<file path="src/rtl/usbf_evt_sync_pkg.sv">
// -----------------------------------------------------------------------------
// usbf_evt_sync_pkg
// Shared definitions for the event synchronizer: per-channel edge-mode
// encodings and the helper that decides whether an accepted level change
// counts as an event for a given mode.
// -----------------------------------------------------------------------------
package usbf_evt_sync_pkg;

    // Per-channel edge mode, two bits per channel on mode_i.
    typedef enum logic [1:0] {
        EVT_MODE_NONE = 2'b00,
        EVT_MODE_RISE = 2'b01,
        EVT_MODE_FALL = 2'b10,
        EVT_MODE_BOTH = 2'b11
    } evt_mode_e;

    localparam int unsigned MODE_W = 2;

    // new_level is the value level_o is about to take; the caller only asks
    // when the level is actually changing, so new_level alone gives direction.
    function automatic logic edge_match(input logic [MODE_W-1:0] mode,
                                        input logic              new_level);
        logic hit;
        hit = 1'b0;
        case (evt_mode_e'(mode))
            EVT_MODE_RISE: hit = new_level;
            EVT_MODE_FALL: hit = ~new_level;
            EVT_MODE_BOTH: hit = 1'b1;
            default:       hit = 1'b0;
        endcase
        return hit;
    endfunction

endpackage

</file>
<file path="src/rtl/usbf_evt_sync_ch.sv">
// -----------------------------------------------------------------------------
// usbf_evt_sync_ch
// One event channel: STAGES-deep synchronizer, glitch filter, edge detector
// and sticky pending / overflow flags.
//
// Ports
//   hclk_i      in   1       clock, rising edge
//   rst_i       in   1       synchronous active-high reset
//   async_i     in   1       raw asynchronous input
//   filt_len_i  in   FILT_W  filter length (change accepted after len+1
//                            consecutive mismatching cycles)
//   mode_i      in   2       edge mode (none / rise / fall / both)
//   ack_i       in   1       clears pend_o and ovf_o
//   level_o     out  1       synchronized, filtered level
//   pulse_o     out  1       one-cycle event strobe
//   pend_o      out  1       sticky event pending
//   ovf_o       out  1       sticky overflow (event lost while pending)
// -----------------------------------------------------------------------------
module usbf_evt_sync_ch
    import usbf_evt_sync_pkg::*;
#(
    parameter int STAGES = 2,
    parameter int FILT_W = 4
) (
    input  logic              hclk_i,
    input  logic              rst_i,
    input  logic              async_i,
    input  logic [FILT_W-1:0] filt_len_i,
    input  logic [MODE_W-1:0] mode_i,
    input  logic              ack_i,
    output logic              level_o,
    output logic              pulse_o,
    output logic              pend_o,
    output logic              ovf_o
);

    logic [STAGES-1:0] sync_q;
    logic [FILT_W-1:0] cnt_q;
    logic              level_q;
    logic              pulse_q;
    logic              pend_q;
    logic              ovf_q;

    logic              sync;
    logic              mismatch;
    logic              accept;
    logic              evt;

    logic [FILT_W-1:0] cnt_d;
    logic              level_d;
    logic              pend_d;
    logic              ovf_d;

    assign sync = sync_q[STAGES-1];

    always_comb begin
        mismatch = (sync != level_q);
        // >= rather than == so a shrinking filt_len_i mid-count cannot leave
        // the counter stranded above the new threshold.
        accept   = mismatch && (cnt_q >= filt_len_i);
        evt      = accept && edge_match(mode_i, sync);

        cnt_d    = cnt_q;
        level_d  = level_q;
        if (!mismatch) begin
            cnt_d = '0;
        end else if (accept) begin
            level_d = sync;
            cnt_d   = '0;
        end else begin
            cnt_d = cnt_q + FILT_W'(1);
        end

        pend_d = pend_q;
        ovf_d  = ovf_q;
        if (evt) begin
            // A new event always sets pending. An ack on the same edge
            // consumes the earlier event, so overflow is cleared rather than
            // set; without ack, an event on top of a pending one is lost.
            pend_d = 1'b1;
            if (ack_i) begin
                ovf_d = 1'b0;
            end else if (pend_q) begin
                ovf_d = 1'b1;
            end
        end else if (ack_i) begin
            pend_d = 1'b0;
            ovf_d  = 1'b0;
        end
    end

    always_ff @(posedge hclk_i) begin
        if (rst_i) begin
            sync_q  <= '0;
            cnt_q   <= '0;
            level_q <= 1'b0;
            pulse_q <= 1'b0;
            pend_q  <= 1'b0;
            ovf_q   <= 1'b0;
        end else begin
            sync_q  <= {sync_q[STAGES-2:0], async_i};
            cnt_q   <= cnt_d;
            level_q <= level_d;
            pulse_q <= evt;
            pend_q  <= pend_d;
            ovf_q   <= ovf_d;
        end
    end

    assign level_o = level_q;
    assign pulse_o = pulse_q;
    assign pend_o  = pend_q;
    assign ovf_o   = ovf_q;

endmodule

</file>
<file path="src/rtl/usbf_evt_sync.sv">
// -----------------------------------------------------------------------------
// usbf_evt_sync
// CH independent asynchronous event inputs, each synchronized, glitch
// filtered and edge detected with sticky pending/overflow flags. All state
// lives in the per-channel instances.
//
// Ports
//   hclk_i      in   1       clock, rising edge
//   rst_i       in   1       synchronous active-high reset
//   async_i     in   CH      raw asynchronous inputs
//   filt_len_i  in   FILT_W  shared filter length
//   mode_i      in   2*CH    edge mode, channel n at [2n+1:2n]
//   ack_i       in   CH      per-channel clear of pend_o / ovf_o
//   level_o     out  CH      synchronized, filtered levels
//   pulse_o     out  CH      one-cycle event strobes
//   pend_o      out  CH      sticky pending flags
//   ovf_o       out  CH      sticky overflow flags
// -----------------------------------------------------------------------------
module usbf_evt_sync
    import usbf_evt_sync_pkg::*;
#(
    parameter int CH     = 8,
    parameter int STAGES = 2,
    parameter int FILT_W = 4
) (
    input  logic                 hclk_i,
    input  logic                 rst_i,
    input  logic [CH-1:0]        async_i,
    input  logic [FILT_W-1:0]    filt_len_i,
    input  logic [MODE_W*CH-1:0] mode_i,
    input  logic [CH-1:0]        ack_i,
    output logic [CH-1:0]        level_o,
    output logic [CH-1:0]        pulse_o,
    output logic [CH-1:0]        pend_o,
    output logic [CH-1:0]        ovf_o
);

    for (genvar n = 0; n < CH; n++) begin : g_ch
        usbf_evt_sync_ch #(
            .STAGES (STAGES),
            .FILT_W (FILT_W)
        ) u_ch (
            .hclk_i     (hclk_i),
            .rst_i      (rst_i),
            .async_i    (async_i[n]),
            .filt_len_i (filt_len_i),
            .mode_i     (mode_i[MODE_W*n +: MODE_W]),
            .ack_i      (ack_i[n]),
            .level_o    (level_o[n]),
            .pulse_o    (pulse_o[n]),
            .pend_o     (pend_o[n]),
            .ovf_o      (ovf_o[n])
        );
    end

endmodule
</file>
<file path="config.mk">
export PLATFORM = sky130hd
export DESIGN_NAME = usbf_evt_sync
export DESIGN_NICKNAME = d
export VERILOG_FILES = /design/src/rtl/usbf_evt_sync_pkg.sv /design/src/rtl/usbf_evt_sync_ch.sv /design/src/rtl/usbf_evt_sync.sv
export SDC_FILE = /design/constraint.sdc
export NUM_CORES = 1
export LEC_CHECK = 0
export BUFFER_PORTS_ARGS = -buffer_cell sky130_fd_sc_hd__buf_4
export CAP_MARGIN = 20
export CORE_UTILIZATION = 50
export CTS_BUF_LIST = sky130_fd_sc_hd__clkbuf_8 sky130_fd_sc_hd__clkbuf_16
export DETAILED_ROUTE_END_ITERATION = 12
export GPL_TIMING_DRIVEN = 1
export PLACE_DENSITY = 0.85
export SYNTH_ARGS = -nofsm -noshare
export SYNTH_HDL_FRONTEND = slang
export SYNTH_SLANG_ARGS = --single-unit
</file>
<file path="constraint.sdc">
create_clock -name hclk_i -period 1.7 [get_ports hclk_i]
set_clock_uncertainty 0.15 [all_clocks]
set_input_delay 0.17 -clock hclk_i [delete_from_list [all_inputs] [get_ports hclk_i]]
set_output_delay 0.17 -clock hclk_i [all_outputs]
set_load 0.03 [all_outputs]
</file>
==> impl_results.md, run 1 <==
- GRT Overall Usage: 0.196
- RSZ-0062 raised after global routing: yes
- Remaining routing DRC violations: 0
- CTS tree: yes
- Worst path arrival time: 1.90 ns
- Drt wl/cell: 13.4 microns
- Status: complete, but fails checks
- Yosys cell types: 25
- Chip Width: 91.3 microns
- WS Path Type: reg -> reg
- Largest net degree at the start of global routing: 31
- Clk slew on worst S/H paths: 0.08 ns
- Max transition margin: 0.592
- Clock sink count: 80
- Total CTS buffers: 9
- Max FO, Critical Path: 4
- Skew-Pair Late Insertion Delay: 0.35 ns
- Max Cap Violations: 0
- Remaining antenna violation count after routing: 0
- Psw: 904 uW
- Die area: 8330 sq um
- Internal Power: 2.91 mW
- Die H: 91.3 microns
- Clock power share: 0.375
- FF-to-FF setup slack: -0.05 ns
- Logic pwr share: 0.122
- N_diodes: 0
- FMAX: 0.570 GHz
- Number of synthesized flops with an enable pin: 0
- Startpoint type of the worst setup path: register
- Proportion of layout cells with a drive suffix above 1: 0.358
- Core area: 7730 sq um
- CP endpoint kind: register
- Site row count: 32
- XOR/XNOR Fraction of Synth Area: 0.0527
- H-tree levels: 3
- Initial antenna violation count: 0
- Vias in the first global route: 2966
- Global route overflow: 0
- First-pass GRT wire length: 12900 microns
- Dpl ws: -0.152 ns
- PwrDens: 738 nW/um^2
- Layout area overhead: 29.6%
- LEAKAGE: 2.16 nW
- Worst vdd ir: 0.469 mV
- Failing checks: negative setup slack
- Vias: 3052
- Post-synthesis cell area: 3990 sq um
- Via density: 5.15
- Area share of and/or/nand/nor cells after synthesis: 0.192
- DRT iter0 DRCs: 52
- Post-Synth Adder-Cell Area: 0.126
- Worst min path class: in -> reg
- Worst-margin pin slew: 0.609 ns
- Commonest non-fill, non-tap cell in the layout: buf_4
- Largest family of logic cells by synthesized area: simple AND/OR/NAND/NOR gates
- PortBufs: 69
- Hpwl dp: 5480 microns
- Synth async-reset ratio: 0
- Post-synthesis mux area share: 0
- Synthesized flop and latch total: 80
- Setup Viol. Count Final: 18
- Worst Slack Setup Final: -0.0549 ns
- Layout Nets: 564
- Fin crit period: 1.75 ns
- Root Driver: clkbuf_8
- Placer congestion estimate: 0.773
- Setup tns final: -0.402 ns
- Final worst-path cycle share: 1.03
- DP Area: 4480 sq um
- Mean post-synth cell area: 9.75 sq um
- Ys flop type: dfxtp_1
- Fraction of the mapped netlist area in compound gates: 0.143
- Router iterations before antenna repair: 4
- Switching share of power: 0.237
- Flop pwr share: 0.503
- Seq/Total Area, Yosys: 0.402
- Ports: 70
- Endpoints failing hold: 0
- Clk buf depth: 2
- Most frequent cells in the layout: buf_4, dfxtp_1, nor2_1
- Syn_nets: 487
- Cells after Synth: 409
- Initial Util: 0.516
- Max Slew Vio Count: 0
- Final cell area excluding filler cells: 5160 sq um
- Crit path required time: 1.85 ns
- Synth Warn #: 0
- Routed WL: 7980 microns
-- flip-flops by register name, indices dropped and copies added, names as in the netlist --
signal	count
g_ch.u_ch.ovf_o	8
g_ch.u_ch.level_o	8
g_ch.u_ch.cnt_q	32
g_ch.u_ch.pulse_o	8
g_ch.u_ch.pend_o	8
g_ch.u_ch.sync_q	16
-- per-layer routing --
metal | vias up | routed length, microns | global-route usage
met5 | - | 0 | 0
met4 | 0 | 179 | 0.0992
met3 | 18 | 327 | 0.0293
met2 | 87 | 4140 | 0.354
met1 | 1426 | 3330 | 0.223
li1 | 1521 | - | -
-- cells by family (layout without fill, tap and decap cells) --
family	count (synthesis)	count (layout)
fa+ha+maj	40	40
buf+inv	57	139
compound gates	64	64
xor+xnor	24	24
flops	80	80
simple gates	144	144
-- per-stage QoR --
stage	hold slack, ns	utilization	instances	power (mW)
5_1_grt	0.0507	0.668	593	3.96
6_report	0.0248	0.668	593	3.81
2_1_floorplan	0.148	-	409	2.20
3_5_place_dp	0.239	0.580	554	2.34
4_1_cts	0.0139	0.638	589	3.80
3_3_place_gp	0.234	0.580	554	2.32
-- cell type report --
| type | count | area, sq um |
|---|---|---|
| sequential | 80 | 1610 |
| inverter | 19 | 71.3 |
| tap | 102 | 128 |
| timing repair buffer | 104 | 853 |
| clock buffer | 11 | 151 |
| multi-input combinational | 272 | 2290 |
| clock inverter | 5 | 55.1 |
| fill | 568 | 2560 |
-- worst max-delay path, cell delays in order, from the launching register on --
cell and delay, ns:
dfxtp_2 0.34, inv_2 0.04, ha_4 0.22, nand2b_4 0.14
a2111oi_4 0.44, or2_4 0.21, and3_1 0.16
-- power groups by stage --
stage | registers (mW) | logic [mW] | clock network (mW)
6_report | 1.92 | 0.466 | 1.43
5_1_grt | 1.92 | 0.509 | 1.53
4_1_cts | 1.92 | 0.426 | 1.46
3_5_place_dp | 1.96 | 0.379 | 0
3_3_place_gp | 1.96 | 0.364 | 0
2_1_floorplan | 1.96 | 0.242 | 0
-- repair_timing --
action	in CTS	in global routing
hold buffers	19	0
setup endpoints to repair	56	54
gates resized for setup	17	44
hold endpoints to repair	29	0
pin swaps	19	44
setup buffers	0	4
-- final timing paths --
| kind | start | depth (start not counted) | endpoint |
|---|---|---|---|
| setup reg to reg | g_ch[1].u_ch.cnt_q[0]$_SDFF_PP0_ | 6 | g_ch[1].u_ch.cnt_q[1]$_SDFF_PP0_ |
| setup / recovery | g_ch[1].u_ch.cnt_q[0]$_SDFF_PP0_ | 6 | g_ch[1].u_ch.cnt_q[1]$_SDFF_PP0_ |
| hold reg to reg | g_ch[6].u_ch.sync_q[0]$_SDFF_PP0_ | 1 | g_ch[6].u_ch.sync_q[1]$_SDFF_PP0_ |
| hold / removal | mode_i[11] | 3 | g_ch[5].u_ch.pulse_o$_SDFF_PP0_ |
-- Yosys cell counts, types with 11 or more instances --
cell type,number,area share
inv_1,19,0.018
o21ai_0,11,0.014
xnor2_1,16,0.035
buf_4,32,0.060
dfxtp_1,80,0.40
nor2b_1,16,0.025
o31ai_1,16,0.030
nand2_1,24,0.023
ha_1,40,0.13
nor2_1,56,0.053
Power figures use the tool's default switching activity.
==> inputs of run 2 (changes only) <==
--- a/config.mk
+++ b/config.mk
@@ -7,11 +7,12 @@
 export LEC_CHECK = 0
 export BUFFER_PORTS_ARGS = -buffer_cell sky130_fd_sc_hd__buf_4
 export CAP_MARGIN = 20
-export CORE_UTILIZATION = 50
+export CORE_UTILIZATION = 56
 export CTS_BUF_LIST = sky130_fd_sc_hd__clkbuf_8 sky130_fd_sc_hd__clkbuf_16
 export DETAILED_ROUTE_END_ITERATION = 12
 export GPL_TIMING_DRIVEN = 1
-export PLACE_DENSITY = 0.85
+export PLACE_DENSITY = 0.9
+export SLEW_MARGIN = 20
 export SYNTH_ARGS = -nofsm -noshare
 export SYNTH_HDL_FRONTEND = slang
 export SYNTH_SLANG_ARGS = --single-unit
==> constraint.sdc (replaced) <==
create_clock -name hclk_i -period 1.8 [get_ports hclk_i]
set_clock_uncertainty 0.15 [all_clocks]
set_input_delay 0.18 -clock hclk_i [delete_from_list [all_inputs] [get_ports hclk_i]]
set_output_delay 0.18 -clock hclk_i [all_outputs]
set_load 0.03 [all_outputs]
==> impl_results.md, run 2 (same netlist as run 1, synthesis figures left out) <==
- H-tree levels: 3 (unchanged)
- First-pass GRT wire length: 13400 microns (+3.6%)
- Placer congestion estimate: 0.775 (+0.31%)
- CP endpoint kind: register
- GRT Overall Usage: 0.230 (+0.0340)
- Dpl ws: -0.0702 ns (+0.0817 ns)
- Clock sink count: 80 (unchanged)
- Worst vdd ir: 0.422 mV (-9.9%)
- Worst path arrival time: 1.88 ns (-0.02 ns)
- N_diodes: 0 (unchanged)
- CTS tree: yes
- WS Path Type: reg -> reg
- Final Util: 0.729 (+0.0607)
- Total CTS buffers: 9 (unchanged)
- Chip Width: 86.4 microns (-5.4%)
- Largest net degree at the start of global routing: 44 (+42%)
- Max Slew Vio Count: 0 (unchanged)
- Startpoint type of the worst setup path: register
- Endpoints failing hold: 0 (unchanged)
- LEAKAGE: 2.12 nW (-2.1%)
- DRT iter0 DRCs: 99 (+90%)
- Skew-Pair Late Insertion Delay: 0.35 ns (about the same)
- Crit-path slowest cell: a2111oi_4
- Max transition margin: 0.683 (+0.0908)
- Largest Register: g_ch.u_ch.cnt_q
- Root Driver: clkbuf_8
- Power Total: 3.78 mW (-0.79%)
- Remaining routing DRC violations: 0 (unchanged)
- Largest register FFs: 32 (unchanged)
- PwrDens: 760 nW/um^2 (+2.9%)
- Site row count: 30 (-6.3%)
- Worst min path class: in -> reg
- Die area: 7460 sq um (-10%)
- Final worst-path cycle share: 1.00 (-0.0325)
- CP max stage delay: 0.36 ns (-0.08 ns)
- Max Cap Violations: 0 (unchanged)
- Drt wl/cell: 14.9 microns (+11%)
- Die H: 86.4 microns (-5.4%)
- Crit path required time: 1.88 ns (+0.03 ns)
- Clk slew on worst S/H paths: 0.08 ns (about the same)
- Worst-margin pin slew: 0.475 ns (-0.133 ns)
- FF+latch area: 1610 sq um (about the same)
- Vias: 3098 (+1.5%)
- Worst Slack Setup Final: 0.000417 ns (+0.0553 ns)
- Vias in the first global route: 3088 (+4.1%)
- Layout Nets: 558 (-1.1%)
- Setup Viol. Count Final: 0 (-18)
- FMAX: 0.556 GHz (-2.5%)
- PortBufs: 69 (unchanged)
- Status: completed
- Via density: 5.33 (+3.6%)
- Fin crit period: 1.80 ns (+0.0447 ns)
- Proportion of layout cells with a drive suffix above 1: 0.315 (-0.0430)
- Regs by FF count: g_ch.u_ch.cnt_q x32, g_ch.u_ch.sync_q x16
- Multi-input logic area: 2170 sq um (-5.5%)
- Hpwl dp: 5570 microns (+1.7%)
- Remaining antenna violation count after routing: 0 (unchanged)
- Layout area overhead: 25.0%
- Initial antenna violation count: 0 (unchanged)
- Setup tns final: 0 ns (+0.402 ns)
- CP Cell Sequence: inv_2 -> ha_4 -> nand2b_4 -> a2111oi_4 -> buf_4 -> or2_4 -> o31ai_1
- Max FO, Critical Path: 4 (unchanged)
- Routed WL: 8670 microns (+8.7%)
- Core area: 6830 sq um (-12%)
- Global route overflow: 0 (unchanged)
- Fin Hold WS: 0.0426 ns (+0.0178 ns)
- Clk buf depth: 2 (unchanged)
- Commonest non-fill, non-tap cell in the layout: buf_4
- Most frequent cells in the layout: buf_4, dfxtp_1, nor2_1
- # fillers: 457 (-20%)
- RSZ-0062 raised after global routing: yes
- Initial Util: 0.584 (+0.0676)
- Ports: 70 (unchanged)
- Router iterations before antenna repair: 5 (+1)
run 2: layout make-up:
cell class,instances,area share
Clock buffer,9,0.0249
Inverter,19,0.0143
Sequential cell,80,0.323
Clock inverter,7,0.0224
Multi-Input combinational cell,272,0.435
Timing Repair Buffer,98,0.156
Tap cell,96,0.0241
run 2: metrics by stage:
step / area, sq um / instances
global route: 4980 / 581
floorplan: 3990 / 409
detailed placement: 4430 / 545
CTS: 4820 / 577
finish: 4980 / 581
global placement: 4430 / 545
run 2: worst paths after layout:
check	from	end	slack, ns	depth (start not counted)
max	g_ch[0].u_ch.cnt_q[0]$_SDFF_PP0_	g_ch[0].u_ch.pend_o$_SDFFE_PP0P_	0.0004	7
max reg2reg	g_ch[0].u_ch.cnt_q[0]$_SDFF_PP0_	g_ch[0].u_ch.pend_o$_SDFFE_PP0P_	0.0004	7
min reg2reg	g_ch[3].u_ch.cnt_q[0]$_SDFF_PP0_	g_ch[3].u_ch.cnt_q[0]$_SDFF_PP0_	0.29	1
min	mode_i[9]	g_ch[4].u_ch.pulse_o$_SDFF_PP0_	0.04	3
run 2: worst max-delay path: cells and delay by family (launching register included):
family                     cells  cell delay [ns]
AOI/OAI and AO/OA              2             0.43
DFF                            1             0.35
and+or+nand+nor                2             0.28
buffers and inverters          2             0.25
adders and majority gates      1             0.22
run 2: timing repair:
item,CTS,global route
pin swaps,4,23
gates resized for setup,3,29
hold buffers,16,0
setup endpoints to repair,26,64
hold endpoints to repair,23,0
buffers inserted,0,4
run 2: power by group:
| part | switching (mW) | total, mW | internal (mW) |
|---|---|---|---|
| clock | 0.643 | 1.55 | 0.911 |
| combinational | 0.192 | 0.416 | 0.224 |
| sequential | 0.0172 | 1.81 | 1.80 |
| total | 0.852 | 3.78 | 2.93 |
run 2: routing by layer:
metal  global-route usage  vias up  wire length (microns)
li1                     -     1507                      -
met1                0.258     1474                   3630
met2                0.416       95                   4540
met3               0.0381       22                    284
met4                0.120        0                    219
met5                    0        -                      0
